## config.mk

```make
export PLATFORM = sky130hd
export DESIGN_NAME = lw_hmac_feeder
export DESIGN_NICKNAME = d
export VERILOG_FILES = /design/src/rtl/lw_sha_pkg.sv /design/src/rtl/lw_hmac_msg_fifo.sv /design/src/rtl/lw_hmac_feeder.sv
export SDC_FILE = /design/constraint.sdc
export NUM_CORES = 2
export LEC_CHECK = 0
export ABC_AREA = 0
export CAP_MARGIN = 20
export CORE_AREA = 2 2 513 515
export CTS_CLUSTER_DIAMETER = 30
export DETAILED_ROUTE_END_ITERATION = 16
export DIE_AREA = 0 0 515 517
export DONT_BUFFER_PORTS = 1
export SYNTH_ARGS = -nofsm -noshare
export SYNTH_HDL_FRONTEND = slang
export SYNTH_SLANG_ARGS = --single-unit
```

## constraint.sdc

```tcl
create_clock -name clk_i -period 16.4 [get_ports clk_i]
set_input_delay 3.28 -clock clk_i [delete_from_list [all_inputs] [get_ports clk_i]]
set_output_delay 3.28 -clock clk_i [all_outputs]
set_load 0.005 [all_outputs]
```

## src/rtl/lw_sha_pkg.sv

```systemverilog
// Shared types for the lightweight SHA/HMAC front end: feeder FSM states and
// the opcode bit that selects HMAC.
package lw_sha_pkg;

  typedef enum logic [2:0] {
    ST_IDLE,
    ST_KEYLD,
    ST_START,
    ST_KEY,
    ST_MSG,
    ST_WAIT,
    ST_RESULT
  } feeder_state_e;

  localparam int unsigned HMAC_OP_BIT = 3;

  function automatic logic is_hmac(input logic [3:0] opcode);
    return opcode[HMAC_OP_BIT];
  endfunction

endpackage

```

## src/rtl/lw_hmac_msg_fifo.sv

```systemverilog
// Message FIFO for the HMAC feeder: stores data plus a last tag per entry,
// with push/pop/flush and full/empty flags. A push while full is refused.
module lw_hmac_msg_fifo #(
  parameter int WIDTH = 64,
  parameter int DEPTH = 8
) (
  input  logic             clk_i,
  input  logic             reset_i,
  input  logic             push_i,
  input  logic [WIDTH-1:0] push_data_i,
  input  logic             push_last_i,
  input  logic             pop_i,
  input  logic             flush_i,
  output logic [WIDTH-1:0] head_data_o,
  output logic             head_last_o,
  output logic             full_o,
  output logic             empty_o
);

  localparam int AW = $clog2(DEPTH);

  logic [WIDTH:0] mem [DEPTH];
  logic [AW:0]    wr_ptr_q;
  logic [AW:0]    rd_ptr_q;
  logic           do_push;
  logic           do_pop;

  // The extra pointer bit tells a full FIFO apart from an empty one.
  assign full_o  = (wr_ptr_q[AW] != rd_ptr_q[AW]) && (wr_ptr_q[AW-1:0] == rd_ptr_q[AW-1:0]);
  assign empty_o = (wr_ptr_q == rd_ptr_q);
  assign do_push = push_i && !full_o && !flush_i;
  assign do_pop  = pop_i && !empty_o && !flush_i;

  // NOTE: state registers use non-blocking assignments so every flop samples pre-edge values.
  always_ff @(posedge clk_i) begin
    if (reset_i || flush_i) begin
      wr_ptr_q <= '0;
      rd_ptr_q <= '0;
    end else begin
      if (do_push) wr_ptr_q <= wr_ptr_q + 1'b1;
      if (do_pop)  rd_ptr_q <= rd_ptr_q + 1'b1;
    end
  end

  // NOTE: storage has no reset; the pointers alone define which entries are valid.
  always_ff @(posedge clk_i) begin
    if (do_push) mem[wr_ptr_q[AW-1:0]] <= {push_last_i, push_data_i};
  end

  assign {head_last_o, head_data_o} = mem[rd_ptr_q[AW-1:0]];

endmodule

```

## src/rtl/lw_hmac_feeder.sv

```systemverilog
// Sequences key and message words from the host into a SHA/HMAC engine and
// returns the digest. Define FEEDER_KEY_WIPE_EN to zero the key buffer after use.
module lw_hmac_feeder
  import lw_sha_pkg::*;
#(
  parameter int WORD_SIZE  = 64,
  parameter int FIFO_DEPTH = 8,
  parameter int KEY_WORDS  = 16
) (
  input  logic                      clk_i,
  input  logic                      reset_i,
  input  logic                      cmd_start_i,
  input  logic [3:0]                cmd_opcode_i,
  input  logic                      abort_i,
  input  logic [WORD_SIZE-1:0]      host_key_i,
  input  logic                      host_key_valid_i,
  output logic                      host_key_ready_o,
  input  logic [WORD_SIZE-1:0]      msg_data_i,
  input  logic                      msg_valid_i,
  input  logic                      msg_last_i,
  output logic                      msg_ready_o,
  output logic                      eng_start_o,
  output logic                      eng_abort_o,
  output logic                      eng_last_o,
  output logic                      eng_data_valid_o,
  output logic                      eng_key_valid_o,
  output logic [3:0]                eng_opcode_o,
  output logic [WORD_SIZE-1:0]      eng_data_o,
  output logic [WORD_SIZE-1:0]      eng_key_o,
  input  logic                      eng_ready_i,
  input  logic                      eng_key_ready_i,
  input  logic                      eng_done_i,
  input  logic [7:0][WORD_SIZE-1:0] eng_hash_i,
  output logic [7:0][WORD_SIZE-1:0] res_hash_o,
  output logic                      res_valid_o,
  input  logic                      res_ack_i,
  output logic                      busy_o
);

  localparam int KIW = (KEY_WORDS > 1) ? $clog2(KEY_WORDS) : 1;
  localparam logic [KIW-1:0] KEY_LAST = KIW'(KEY_WORDS - 1);

  feeder_state_e             state_q;
  logic [3:0]                opcode_q;
  logic [KIW-1:0]            key_idx_q;
  logic [WORD_SIZE-1:0]      key_buf [KEY_WORDS];
  logic                      last_pending_q;
  logic                      eng_abort_q;
  logic [7:0][WORD_SIZE-1:0] res_hash_q;

  logic                 abort_req;
  logic                 fifo_full;
  logic                 fifo_empty;
  logic                 fifo_push;
  logic                 head_last;
  logic [WORD_SIZE-1:0] head_data;
  logic                 msg_pop;
  logic                 key_accept;
  logic                 key_xfer;
  logic                 key_at_last;

  assign abort_req   = abort_i && (state_q != ST_IDLE);
  assign key_accept  = (state_q == ST_KEYLD) && host_key_valid_i;
  assign key_xfer    = (state_q == ST_KEY) && eng_key_ready_i;
  assign key_at_last = (key_idx_q == '0);
  assign msg_pop     = (state_q == ST_MSG) && !fifo_empty && eng_ready_i;
  assign fifo_push   = msg_valid_i && msg_ready_o;

  // Once a last-tagged word is queued, the next message must wait for it to drain.
  assign msg_ready_o = !fifo_full && !last_pending_q && !abort_req;

  lw_hmac_msg_fifo #(
    .WIDTH(WORD_SIZE),
    .DEPTH(FIFO_DEPTH)
  ) u_msg_fifo (
    .clk_i      (clk_i),
    .reset_i    (reset_i),
    .push_i     (fifo_push),
    .push_data_i(msg_data_i),
    .push_last_i(msg_last_i),
    .pop_i      (msg_pop),
    .flush_i    (abort_req),
    .head_data_o(head_data),
    .head_last_o(head_last),
    .full_o     (fifo_full),
    .empty_o    (fifo_empty)
  );

  always_ff @(posedge clk_i) begin
    if (reset_i || abort_req) begin
      last_pending_q <= 1'b0;
    end else if (fifo_push && msg_last_i) begin
      last_pending_q <= 1'b1;
    end else if (msg_pop && head_last) begin
      last_pending_q <= 1'b0;
    end
  end

  always_ff @(posedge clk_i) begin
    if (reset_i) begin
      state_q     <= ST_IDLE;
      opcode_q    <= '0;
      key_idx_q   <= KEY_LAST;
      eng_abort_q <= 1'b0;
      res_hash_q  <= '0;
    end else begin
      eng_abort_q <= abort_req;
      if (abort_req) begin
        state_q   <= ST_IDLE;
        key_idx_q <= KEY_LAST;
      end else begin
        case (state_q)
          ST_IDLE: if (cmd_start_i) begin
            opcode_q <= cmd_opcode_i;
            state_q  <= is_hmac(cmd_opcode_i) ? ST_KEYLD : ST_START;
          end
          ST_KEYLD: if (key_accept) begin
            key_idx_q <= key_at_last ? KEY_LAST : key_idx_q - 1'b1;
            if (key_at_last) state_q <= ST_START;
          end
          ST_START: if (!fifo_empty) begin
            state_q <= is_hmac(opcode_q) ? ST_KEY : ST_MSG;
          end
          ST_KEY: if (key_xfer) begin
            key_idx_q <= key_at_last ? KEY_LAST : key_idx_q - 1'b1;
            if (key_at_last) state_q <= ST_MSG;
          end
          ST_MSG: if (msg_pop && head_last) state_q <= ST_WAIT;
          ST_WAIT: if (eng_done_i) begin
            res_hash_q <= eng_hash_i;
            state_q    <= ST_RESULT;
          end
          ST_RESULT: if (res_ack_i) state_q <= ST_IDLE;
          default: state_q <= ST_IDLE;
        endcase
      end
    end
  end

`ifdef FEEDER_KEY_WIPE_EN
  logic key_wipe;
  assign key_wipe = abort_req || (key_xfer && key_at_last);

  always_ff @(posedge clk_i) begin
    if (key_wipe) begin
      for (int i = 0; i < KEY_WORDS; i++) key_buf[i] <= '0;
    end else if (key_accept) begin
      key_buf[key_idx_q] <= host_key_i;
    end
  end
`else
  always_ff @(posedge clk_i) begin
    if (key_accept) key_buf[key_idx_q] <= host_key_i;
  end
`endif

  // The start strobe presents the head word alongside eng_start_o but does not consume it.
  assign busy_o           = (state_q != ST_IDLE);
  assign host_key_ready_o = (state_q == ST_KEYLD);
  assign eng_start_o      = (state_q == ST_START) && !fifo_empty;
  assign eng_data_valid_o = ((state_q == ST_START) || (state_q == ST_MSG)) && !fifo_empty;
  assign eng_data_o       = eng_data_valid_o ? head_data : '0;
  assign eng_last_o       = (state_q == ST_MSG) && !fifo_empty && head_last;
  assign eng_key_valid_o  = (state_q == ST_KEY);
  assign eng_key_o        = eng_key_valid_o ? key_buf[key_idx_q] : '0;
  assign eng_opcode_o     = (state_q inside {ST_START, ST_KEY, ST_MSG, ST_WAIT}) ? opcode_q : 4'h0;
  assign eng_abort_o      = eng_abort_q;
  assign res_valid_o      = (state_q == ST_RESULT);
  assign res_hash_o       = res_hash_q;

endmodule
```

==> impl_metrics.sql <==
INSERT INTO impl_metrics (metric_group, metric, value, unit) VALUES
('routing', 'routed_wirelength', '361000', 'um'),
('sta', 'timing.final.crit_period', '8640', 'ps'),
('floorplan', 'coreArea', '261000', 'sq um'),
('global_route', 'grt_pass1_wl', '452000', 'um'),
('sta', 'layout_setup_ws', '7760', 'ps'),
('floorplan', 'die-area', '266000', 'sq um'),
('sta', 'unrepaired_setup_endpoints_after_global_routing', 'false', ''),
('sta', 'timing.final.crit_share', '52.7', '%'),
('routing', 'drt_iter0_markers', '5448', ''),
('sta', 'finalSetupViolations', '0', ''),
('critical_path', 'critical_path_peak_fanout', '44', ''),
('power_and_ir_drop', 'total_leakage_power', '31.1', 'nW'),
('power_and_ir_drop', 'ir_worst_vdd', '0.112', 'mV'),
('synth', 'synth-async-reset-ratio', '0', '%'),
('global_route', 'grt_util_all_layers', '26.1', '%'),
('synth', 'synth_enable_flop_cells', '1544', ''),
('cts', 'cts.hold.buffers_added', '0', ''),
('critical_path', 'start_kind', 'flop', ''),
('final_layout', 'flow.area_growth_from_synthesis', '25.3', '%'),
('floorplan', 'floorplan.initialDensity', '29.6', '%'),
('hold_path', 'hold_depth', '2', ''),
('run', 'max_cap_viol_count', '0', ''),
('cts', 'number_of_sinks_handled_by_clock_tree_synthesis', '2084', ''),
('routing', 'drt-wirelength-per-cell', '40.8', 'um'),
('critical_path', 'worstSetupEndpoint', 'eng_key_o[18]', ''),
('final_layout', 'finish.utilization', '37.1', '%'),
('floorplan', 'design.portCount', '1308', ''),
('global_route', 'pin_count_of_the_biggest_net_entering_global_routing', '520', ''),
('floorplan', 'fp.dieH', '517', 'um'),
('sta', 'final-hold-violation-count', '0', ''),
('place', 'place.port_buffers', '0', ''),
('hold_path', 'hp-start', 'res_hash_o[167]', ''),
('power_and_ir_drop', 'power.density_cell_area', '161', 'nW/um^2'),
('floorplan', 'die-width', '515', 'um'),
('critical_path', 'worstSetupEndpointType', 'primary output', ''),
('cts', 'cts_max_level', '5', ''),
('final_layout', 'fraction_of_final_layout_cells_with_drive_strength_greater_than_1', '24.8', '%'),
('sta', 'total_negative_slack', '0', 'ps'),
('synth', 'syn_area_per_cell', '16.4', 'sq um'),
('sta', 'worst-slew-pin-transition', '1400', 'ps'),
('place', 'place_ws', '8390', 'ps'),
('synth', 'yosysUniqueCellTypes', '46', ''),
('place', 'dpl.hpwl', '264000', 'um'),
('floorplan', 'core.rowCount', '188', ''),
('routing', 'drt_pre_antenna_iters', '6', ''),
('synth', 'primary_ff_master_synth', 'sky130_fd_sc_hd__edfxtp_1', ''),
('place', 'finalWeightedCongestion', '1.04', ''),
('cts', 'post_cts.resized_instances', '0', ''),
('sta', 'max_clock_freq', '116', 'MHz'),
('global_route', 'first_global_vias', '44000', ''),
('global_route', 'antenna_found_initial', '170', ''),
('sta', 'hold_slack', '475', 'ps'),
('cts', 'ctsLongestPathBuffers', '4', ''),
('sta', 'final.setup_skew', '64.1', 'ps'),
('cts', 'worstSkewPairLatency', '930', 'ps'),
('sta', 'final_max_slew_viol_count', '0', ''),
('critical_path', 'critical_path_required', '13120', 'ps'),
('critical_path', 'worst-endpoint-arrival', '5360', 'ps'),
('synth', 'syn_area', '77400', 'sq um'),
('cts', 'cts_tree', 'yes', ''),
('synth', 'yosys_register_bits', '2084', ''),
('synth', 'synth.net_count', '5392', ''),
('routing', 'routed_via_density', '5.26', ''),
('critical_path', 'timing.rr.end', 'res_hash_o[496]', ''),
('synth', 'post_synth_inst_count', '4731', ''),
('critical_path', 'critical_path.reg2reg.startpoint', 'state_q[1]', ''),
('cts', 'clkSlewWorstSetupHoldPaths', '50', 'ps'),
('sta', 'slew-limit-headroom', '6.75', '%'),
('routing', 'drc', '0', ''),
('cts', 'numCtsBuffers', '439', ''),
('synth', 'yosysWarnings', '0', ''),
('cts', 'cts_root_buf', 'sky130_fd_sc_hd__clkbuf_16', ''),
('routing', 'drtAntennaViolNets', '0', ''),
('run_status', 'outcome', 'finished clean', ''),
('critical_path', 'setup.reg_to_reg.worst_slack', '11770', 'ps'),
('hold_path', 'hold_class', 'reg -> reg', ''),
('critical_path', 'timing.reg2reg.worst_path_depth', '8', ''),
('final_layout', 'nets', '5621', ''),
('cts', 'setup_buffers_after_cts', '0', ''),
('synth', 'synth-seq-area-share', '73.9', '%'),
('routing', 'vias', '46500', ''),
('global_route', 'globalRoute.totalOverflow', '0', ''),
('critical_path', 'timing.setup.critical_path_class', 'reg -> out', '');
==> cells by family (layout without fill, tap and decap cells) <==
kind of cell	count (synthesis)	after routing	share of synthesized area, %
and+or+nand+nor	1264	1264	6.53
adders and majority gates	6	6	0.0970
AOI/OAI and AO/OA	537	537	3.55
xor gates and xnor gates	11	11	0.125
muxes	521	521	14.0
DFF	2084	2084	73.9
other	0	71	0
buffers and inverters	308	918	1.80
==> synth_stat cells (all sizes together) (2+ instances only) <==
| master | n | area (sq um) |
|---|---|---|
| a21o | 2 | 15.0 |
| a21oi | 515 | 2580 |
| and2 | 68 | 425 |
| and3 | 3 | 18.8 |
| and4 | 2 | 17.5 |
| buf | 120 | 687 |
| clkbuf | 181 | 679 |
| dfxtp | 540 | 10800 |
| edfxtp | 1544 | 46400 |
| ha | 6 | 75.1 |
| inv | 7 | 26.3 |
| mux2i | 71 | 711 |
| mux4 | 450 | 10100 |
| nand2 | 1047 | 3930 |
| nand2b | 8 | 50.1 |
| nand3 | 3 | 15.0 |
| nand4 | 3 | 18.8 |
| nor2 | 101 | 379 |
| nor2b | 4 | 25.0 |
| nor3 | 11 | 65.1 |
| nor3b | 5 | 37.5 |
| nor4 | 3 | 18.8 |
| o21ai | 6 | 30.0 |
| o221a | 2 | 22.5 |
| o31a | 3 | 26.3 |
| o31ai | 2 | 15.0 |
| or3 | 2 | 12.5 |
| xnor2 | 8 | 70.1 |
| xor2 | 3 | 26.3 |
==> metrics by stage <==
stage          total power [mW]  std cells  cell area [sq um]
3_3_place_gp               6.54       7934              81100
2_1_floorplan              6.39       4731              77400
5_1_grt                    16.0       8802              96900
4_1_cts                    15.7       8757              96700
3_5_place_dp               6.55       7935              81200
6_report                   15.6       8832              97000
==> sequential cells by signal, indices dropped and copies added, names as in the netlist, named ones only <==
register             count
key_buf               1024
u_msg_fifo.mem         520
res_hash_o             512
key_idx_q                4
opcode_q                 4
u_msg_fifo.rd_ptr_q      4
u_msg_fifo.wr_ptr_q      4
state_q                  3
eng_abort_o              1
last_pending_q           1
==> area by class of cell <==
cell class / count / area (sq um)
sequential: 2084 / 57200
multi-input combinational: 2339 / 19000
timing repair buffer: 89 / 768
clock buffer: 501 / 11600
antenna: 71 / 178
tap: 3420 / 4280
inverter: 7 / 26.3
clock inverter: 321 / 3990
fill: 24200 / 164000
==> cell usage in the layout, fill, tap and decap left out, types with 35 or more instances in the layout <==
master	instances
sky130_fd_sc_hd__edfxtp_1	1544
sky130_fd_sc_hd__nand2_1	1046
sky130_fd_sc_hd__dfxtp_1	533
sky130_fd_sc_hd__a21oi_1	515
sky130_fd_sc_hd__mux4_2	449
sky130_fd_sc_hd__clkbuf_16	441
sky130_fd_sc_hd__nor2_1	88
sky130_fd_sc_hd__buf_4	84
sky130_fd_sc_hd__diode_2	71
sky130_fd_sc_hd__mux2i_1	71
sky130_fd_sc_hd__and2_1	68
sky130_fd_sc_hd__clkinvlp_4	64
sky130_fd_sc_hd__bufinv_16	61
sky130_fd_sc_hd__clkinv_2	49
sky130_fd_sc_hd__clkinv_1	48
sky130_fd_sc_hd__clkinv_4	41
sky130_fd_sc_hd__inv_6	35
==> per-layer routing <==
layer | GRT usage, % | share of wire [%]
met1 | 28.4 | 34
met2 | 39.5 | 45
met3 | 13.2 | 13
met4 | 18.3 | 7.8
met5 | 0.775 | 0.064
==> worst min path at each step <==
stage                      end
6_report       res_hash_o[167]
5_1_grt        res_hash_o[264]
2_1_floorplan      opcode_q[0]
4_1_cts        res_hash_o[258]
3_3_place_gp    res_hash_o[74]
3_5_place_dp    res_hash_o[67]
==> power breakdown <==
group | total (mW) | switching (mW) | internal, mW
Sequential | 5.84 | 0.0462 | 5.79
Clock | 9.13 | 3.08 | 6.04
Combinational | 0.631 | 0.360 | 0.270
==> critical path, stage by stage, from the launching register on <==
cell,delay [ps]
sky130_fd_sc_hd__dfxtp_4,560
sky130_fd_sc_hd__buf_4,740
sky130_fd_sc_hd__buf_4,830
sky130_fd_sc_hd__buf_4,790
sky130_fd_sc_hd__mux4_2,610
sky130_fd_sc_hd__mux4_2,480
sky130_fd_sc_hd__and2_1,210
Note: power is estimated with default switching activity, not from simulation.
